$ cat config.mk
export PLATFORM = sky130hd
export DESIGN_NAME = image_capture
export DESIGN_NICKNAME = d
export VERILOG_FILES = /design/src/rtl/image_capture.sv
export SDC_FILE = /design/constraint.sdc
export NUM_CORES = 2
export LEC_CHECK = 0
export ABC_CLOCK_PERIOD_IN_PS = 7240
export BUFFER_PORTS_ARGS = -buffer_cell sky130_fd_sc_hd__buf_2
export CAP_MARGIN = 20
export CORE_AREA = 5 5 419 421
export CTS_BUF_LIST = sky130_fd_sc_hd__clkbuf_2 sky130_fd_sc_hd__clkbuf_4 sky130_fd_sc_hd__clkbuf_8
export CTS_CLUSTER_SIZE = 25
export DETAILED_ROUTE_END_ITERATION = 16
export DIE_AREA = 0 0 424 426
export SLEW_MARGIN = 20
export SYNTH_ARGS = -nofsm -noshare
export SYNTH_HDL_FRONTEND = slang
export SYNTH_SLANG_ARGS = --single-unit
$ cat constraint.sdc
create_clock -name clk -period 7.24 [get_ports clk]
set_clock_uncertainty 0.15 [all_clocks]
set_input_delay 0 -clock clk [delete_from_list [all_inputs] [get_ports clk]]
set_output_delay 0 -clock clk [all_outputs]
set_load 0.02 [all_outputs]
$ cat src/rtl/image_capture.sv
// Binarizing frame grabber: thresholds a raster pixel stream into a LENGTH x WIDTH
// bit frame and publishes each completed frame on a double-buffered image output.
module image_capture #(
  parameter int LENGTH = 32,
  parameter int WIDTH  = 32,
  parameter int PIX_W  = 8
) (
  input  logic                           clk,
  input  logic                           rst,
  input  logic [PIX_W-1:0]               threshold,
  input  logic                           pix_valid,
  output logic                           pix_ready,
  input  logic                           pix_sof,
  input  logic [PIX_W-1:0]               pix_data,
  output logic [LENGTH-1:0][WIDTH-1:0]   image,
  output logic                           init_out,
  output logic [15:0]                    frame_count,
  output logic [7:0]                     err_count
);

  localparam int ROW_W = (LENGTH > 1) ? $clog2(LENGTH) : 1;
  localparam int COL_W = (WIDTH > 1) ? $clog2(WIDTH) : 1;
  localparam logic [ROW_W-1:0] LAST_ROW = ROW_W'(LENGTH - 1);
  localparam logic [COL_W-1:0] LAST_COL = COL_W'(WIDTH - 1);

  localparam logic [1:0] S_IDLE    = 2'd0;
  localparam logic [1:0] S_CAPTURE = 2'd1;
  localparam logic [1:0] S_COMMIT  = 2'd2;

  logic [1:0]                   state_q, state_d;
  logic [ROW_W-1:0]             row_q, row_d;
  logic [COL_W-1:0]             col_q, col_d;
  logic [LENGTH-1:0][WIDTH-1:0] work_q, work_d;
  logic [LENGTH-1:0][WIDTH-1:0] image_q, image_d;
  logic                         init_q, init_d;
  logic [15:0]                  frame_count_q, frame_count_d;
  logic [7:0]                   err_count_q, err_count_d;

  logic                         accept;
  logic                         pix_bit;
  logic                         store;
  logic [ROW_W-1:0]             wr_row;
  logic [COL_W-1:0]             wr_col;

  assign pix_ready   = ~rst & (state_q != S_COMMIT);
  assign accept      = pix_valid & pix_ready;
  assign pix_bit     = (pix_data >= threshold);
  // A start-of-frame pixel always lands at (0,0), whatever position was reached.
  assign wr_row      = pix_sof ? '0 : row_q;
  assign wr_col      = pix_sof ? '0 : col_q;

  assign image       = image_q;
  assign init_out    = init_q;
  assign frame_count = frame_count_q;
  assign err_count   = err_count_q;

  always_comb begin
    state_d       = state_q;
    row_d         = row_q;
    col_d         = col_q;
    work_d        = work_q;
    image_d       = image_q;
    init_d        = 1'b0;
    frame_count_d = frame_count_q;
    err_count_d   = err_count_q;
    store         = 1'b0;

    case (state_q)
      S_IDLE: begin
        if (accept && pix_sof) store = 1'b1;
      end
      S_CAPTURE: begin
        if (accept) begin
          store = 1'b1;
          if (pix_sof && (err_count_q != 8'hFF)) err_count_d = err_count_q + 8'd1;
        end
      end
      S_COMMIT: begin
        image_d       = work_q;
        frame_count_d = frame_count_q + 16'd1;
        init_d        = 1'b1;
        state_d       = S_IDLE;
        row_d         = '0;
        col_d         = '0;
      end
      default: begin
        state_d = S_IDLE;
        row_d   = '0;
        col_d   = '0;
      end
    endcase

    if (store) begin
      work_d[wr_row][wr_col] = pix_bit;
      if ((wr_row == LAST_ROW) && (wr_col == LAST_COL)) begin
        state_d = S_COMMIT;
        row_d   = '0;
        col_d   = '0;
      end else begin
        state_d = S_CAPTURE;
        if (wr_col == LAST_COL) begin
          col_d = '0;
          row_d = wr_row + ROW_W'(1);
        end else begin
          col_d = wr_col + COL_W'(1);
          row_d = wr_row;
        end
      end
    end
  end

  always_ff @(posedge clk) begin
    if (rst) begin
      state_q       <= S_IDLE;
      row_q         <= '0;
      col_q         <= '0;
      work_q        <= '0;
      image_q       <= '0;
      init_q        <= 1'b0;
      frame_count_q <= '0;
      err_count_q   <= '0;
    end else begin
      state_q       <= state_d;
      row_q         <= row_d;
      col_q         <= col_d;
      work_q        <= work_d;
      image_q       <= image_d;
      init_q        <= init_d;
      frame_count_q <= frame_count_d;
      err_count_q   <= err_count_d;
    end
  end

endmodule

# Yosys cells after proc, flatten, opt, wreduce, memory -nomap -nowiden

Index checks and enable logic that the tools add are counted.
W data, S select, Z words.

$add $sub $neg: 4
Multipliers: 0
Divide/modulo/power cells: 0
Order comparisons: 5
Equal/unequal tests: 7
Shifts and indexed selects: 0
Mux-type cells: 21
Bitwise logic cells: 3
Reductions and logical operators: 8

Operators with widths:

| operator                | number |
|---|---|
| $bwmux W1024            | 1 |
| $demux W32 S5           | 1 |
| $mux W5                 | 9 |
| $mux W32                | 1 |
| $add A16 B1 Y16 const B | 1 |
| $lt A5 B6 Y1 const B    | 2 |
| $add A5 B1 Y5 const B   | 2 |
| $eq A5 B5 Y1 const B    | 2 |
| $ge A5 B1 Y1 const B    | 2 |
| $add A8 B1 Y8 const B   | 1 |
| $ge A8 B8 Y1            | 1 |
| $ne A8 B8 Y1 const B    | 1 |
| $mux W2                 | 3 |
| $demux W1 S5            | 1 |
| $logic_and A1 B1 Y1     | 5 |
| $mux W1                 | 4 |
| $reduce_and A3 Y1       | 1 |
| $and A1 B1 Y1           | 2 |
| $eq A2 B1 Y1 const B    | 1 |
| $eq A2 B2 Y1 const B    | 1 |
| $logic_not A2 Y1        | 1 |
| $ne A2 B1 Y1 const B    | 1 |
| $ne A2 B2 Y1 const B    | 1 |
| $pmux W1 S2             | 1 |
| other kinds (2)         | 2 |

Flip-flop bits (word level): 2085
Bits in latches: 0
RAM bits: 0
ROM bits: 0
Input port bits: 20
Output and inout port bits: 1050
Word-level logic and storage cells: 118
Memories kept: 0

# Depth between registers and ports, before layout

Word-level depth: 8
Depth in mapped cells: 13
Depth with buffers taken out: 10

# Worst setup path before layout

No wires, ideal clock.

Kind: in2reg
Start point: in pix_sof
End point: reg work_q[120] (netlist name)
Setup time: 0.117 ns
Data arrival time: 2.626 ns
Data required time: 6.973 ns
Path slack: 4.347 ns
Cell stages on the path: 12
Buffers on the path: 5
Path through: clkbuf_1 > clkbuf_1 > buf_1 > nor2b_1 > inv_1 > ha_1 > buf_2 > or3b_1 > buf_2 > nor3_1 > o21ai_0 > a32o_1

Cells in the longest elaborated chain, start to end: 8
Elaborated cells on any way between the ends: 16
Classes of those cells: 4 x order compare; 9 x mux; 3 x reduce/logical

RTL lines:

| what                                                                      | RTL line | source |
|---|---|---|
| start: declaration                                                        | 13       | `input logic pix_sof,` |
| $mux W5                                                                   | 50       | `assign wr_col = pix_sof ? '0 : col_q;` |
| $lt A5 B6 Y1 (not written as such) / $ge A5 B1 Y1 (equally long branches) | 94       | `work_d[wr_row][wr_col] = pix_bit;` |
| $logic_and A1 B1 Y1 (not written as such)                                 | 94       |  |
| $mux W1 (not written as such)                                             | 94       |  |
| $demux W1 S5                                                              | 94       |  |
| $mux W32 (not written as such)                                            | 94       |  |
| $demux W32 S5                                                             | 94       |  |
| $bwmux W1024                                                              | 94       |  |
| end signal: assignment                                                    | 126      | `work_q <= work_d;` |
| end: declaration                                                          | 33       | `logic [LENGTH-1:0][WIDTH-1:0] work_q, work_d;` |

Parallel ways exist; a longest one is shown, timed or not.
A chain may end at the register's enable or synchronous reset.

# Worst setup path after layout

Start point: in rst
End point: out pix_ready

Cells in the longest elaborated chain, start to end: 2

RTL lines:

| what               | RTL line | source |
|---|---|---|
| start: declaration | 9        | `input logic rst,` |
| $not A1 Y1         | 45       | `assign pix_ready = ~rst & (state_q != S_COMMIT);` |
| $and A1 B1 Y1      | 45       |  |
| end: declaration   | 12       | `output logic pix_ready,` |

Every way passes these cells.

==> metrics.md <==
| Metric | Value |
|---|---|
| Die H | `426 um` |
| Syn Inst Count | `6469` |
| Maximum capacitance violations | `0` |
| H-tree levels | `5` |
| Pwr/cell area | `274 nW/um^2` |
| Vias per inst | `6.18` |
| Post-CTS setup buffer count | `0` |
| Routed WL | `between 200000 and 300000 um` |
| Synth area leaders | `dfxtp_1 (58%), a22o_1 (13%), a311oi_1 (11%), a21oi_1 (6.3%), clkbuf_1 (3.2%)` |
| Top_reg_cell synth | `dfxtp_1` |
| Startpoint Class | `input pin` |
| Global-route wire length before repair | `393000 um` |
| Worst-Margin Slew | `1.32 ns` |
| DRC | `0` |
| # port buffers | `1069` |
| Root buf cell | `clkbuf_8` |
| Post-DP Area | `77500 um^2` |
| Setup TNS | `0 ns` |
| CTS tree | `yes` |
| Drt first pass iters | `5` |
| Syn_nets | `6510` |
| Initial antenna violation count | `3` |
| Synth-to-Final Area Change | `19.3%` |
| Crit path DAT | `3.76 ns` |
| P_leak | `32.6 nW` |
| Cts bufs inserted | `roughly 360` |
| M1 WL | `roughly 110000 um` |
| R2R setup slack | `3.58 ns` |
| Final core utilization | `0.499` |
| Largest net degree at the start of global routing | `216` |
| Highest clock rate | `0.256 GHz` |
| Post-cts resize count | `0` |
| Mean post-synth cell area | `11.1 um^2` |
| Hold WC Path Type | `in2reg` |
| Fin crit share | `0.540` |
| DIE AREA | `181000 um^2` |
| Synth async-reset ratio | `0` |
| #FFs+latches synth | `2085` |
| Share of layout cells above drive strength 1 | `0.261` |
| Filler cell count | `15542` |
| Met3 routed WL | `24000 um` |
| Slew Limit Fails | `0` |
| Die Span X | `424 um` |
| Maximum VDD drop | `~0.18 mV` |
| Iter 0 DRT Violations | `6442` |
| GPL Wtd Cong | `0.849` |
| # IOs | `1070` |
| Setup CP Type | `in2out` |
| CTS Sinks | `2085` |
| CP Max Fanout | `roughly 170` |
| Worst slew margin | `0.117` |
| Clk Latency, worst-skew pair | `1.07 ns` |
| Top layer in use | `met4` |
| EDFF count, synth | `0` |
| Row cnt | `152` |
| Final setup viols | `0` |
| Total design power | `between 20 and 25 mW` |
| Core area | `171000 um^2` |
| Via count | `59843` |
| Synth warn | `0` |
| Nets | `~7200` |
| Worst path required time | `7.09 ns` |
| Unrepaired setup endpoints after global routing | `false` |
| Status | `completed` |
| Critical Path End Type | `output pin` |
| Fin crit period | `3.91 ns` |
| Max clock buf depth | `4` |
| Dominant cell type by area after synthesis | `dfxtp_1` |
| Final ANT Viol Nets | `0` |
| Post-DP HPWL | `169000 um` |
| Total GRT Usage | `0.288` |
| Share of the synthesized area in the top cell type | `0.584` |
| Vias in the first global route | `54842` |
| Worst-path clk slew | `~0.06 ns` |
| Cell variety after synth | `68` |
| GRT overflow | `0` |
| DR WL/cell | `28.6 um` |
| Hold_buf cts | `19` |
| Cell area after synthesis | `71500 um^2` |
| Final Hold Vio Count | `0` |
| Final Cell Area | `around 85000 um^2` |
| Initial core utilization | `0.418` |
| Sequential element share of the synthesized area | `0.584` |
| Met2 WL | `~130000 um` |
[final timing paths]
kind | start | endpoint | cells after the start
setup / recovery | rst | pix_ready | 8
hold / removal | pix_data[4] | work_q[89]$_SDFFE_PP0P_ | 6
setup reg to reg | row_q[2]$_SDFFE_PP0P_ | work_q[438]$_SDFFE_PP0P_ | 4
hold reg to reg | work_q[996]$_SDFFE_PP0P_ | image[996]$_SDFFE_PP0P_ | 1
[routing by layer]
layer | GRT usage | vias to the layer above
li1 | - | 27017
met4 | 0.164 | 0
met1 | 0.355 | 29538
met2 | 0.451 | 2737
met5 | 0 | -
met3 | 0.0829 | 551
[layout by cell type, fill, tap and decap left out, types with 24 or more instances in the layout]
cell type,synthesis,routed
clkbuf_4,0,125
clkbuf_8,0,444
nor2_4,16,24
buf_2,190,1068
a21oi_1,902,902
o21ai_0,143,142
a311oi_1,891,891
clkinv_2,0,24
a32o_1,93,93
a22o_1,1025,1025
o31ai_1,39,39
nor2_2,19,34
dfxtp_1,2085,2085
buf_4,22,112
nor3_2,11,31
nor2_1,85,62
[metrics by stage]
step / hold slack, ns / setup WS, ns / cells
detailed placement: 0.266 / 3.12 / 9039
finish: 0.151 / 3.33 / 9677
global route: 0.150 / 3.12 / 9674
floorplan: 0.151 / 4.35 / 6469
CTS: 0.0234 / 3.25 / 9672
global placement: 0.268 / 3.30 / 9039
[cell families (layout without fill, tap and decap cells)]
group,count (synthesis),count (layout),synth area share
AO/OA/AOI/OAI,3135,3135,0.330
flip-flops,2085,2085,0.584
buffers and inverters,887,1858,0.0512
AND/OR/NAND/NOR,325,325,0.0288
adder cells (fa/ha/maj),21,21,0.00368
XOR/XNOR,12,12,0.00147
multiplexers,4,4,0.000613
other,0,4,0
[cells in the mapped netlist (17+ instances only)]
library cell / n
nand2_1: 17
nor3_1: 35
a21oi_1: 902
nor2_2: 19
clkbuf_1: 604
o31ai_1: 39
buf_4: 22
a311oi_1: 891
o21ai_0: 143
buf_2: 190
a22o_1: 1025
buf_1: 45
nand3_1: 20
nor2_1: 85
a32o_1: 93
dfxtp_1: 2085
inv_1: 22
ha_1: 21
[registers in the layout, summed over array words and instances (netlist names)]
signal,cells
image,1024
work_q,1024
frame_count,16
err_count,8
col_q,5
row_q,5
state_q,2
init_out,1
[power breakdown]
group | switching [mW] | internal [mW] | total [mW]
Combinational | 0.589 | 0.101 | 0.690
Clock | 4.77 | 6.43 | 11.2
Sequential | 0.00152 | 11.5 | 11.5
[area by class of cell]
cell class / instances / area [um^2] / area share
Inverter: 24 / 90.1 / 0.00106
Multi-Input combinational cell: 3497 / 26400 / 0.309
Sequential cell: 2085 / 41700 / 0.489
Clock buffer: 569 / 7050 / 0.0826
Timing Repair Buffer: 1220 / 6780 / 0.0795
Antenna cell: 4 / 10.0 / 0.000117
Tap cell: 2233 / 2790 / 0.0328
Clock inverter: 45 / 474 / 0.00556
[critical path, stage by stage]
cell           delay [ns]
dlygate4sd3_1        0.53
dlygate4sd3_1        0.59
buf_8                0.19
buf_4                0.37
nor2_4               0.59
buf_12               0.52
buf_4                0.51
buf_2                0.25
(Power assumes the default switching activity.)
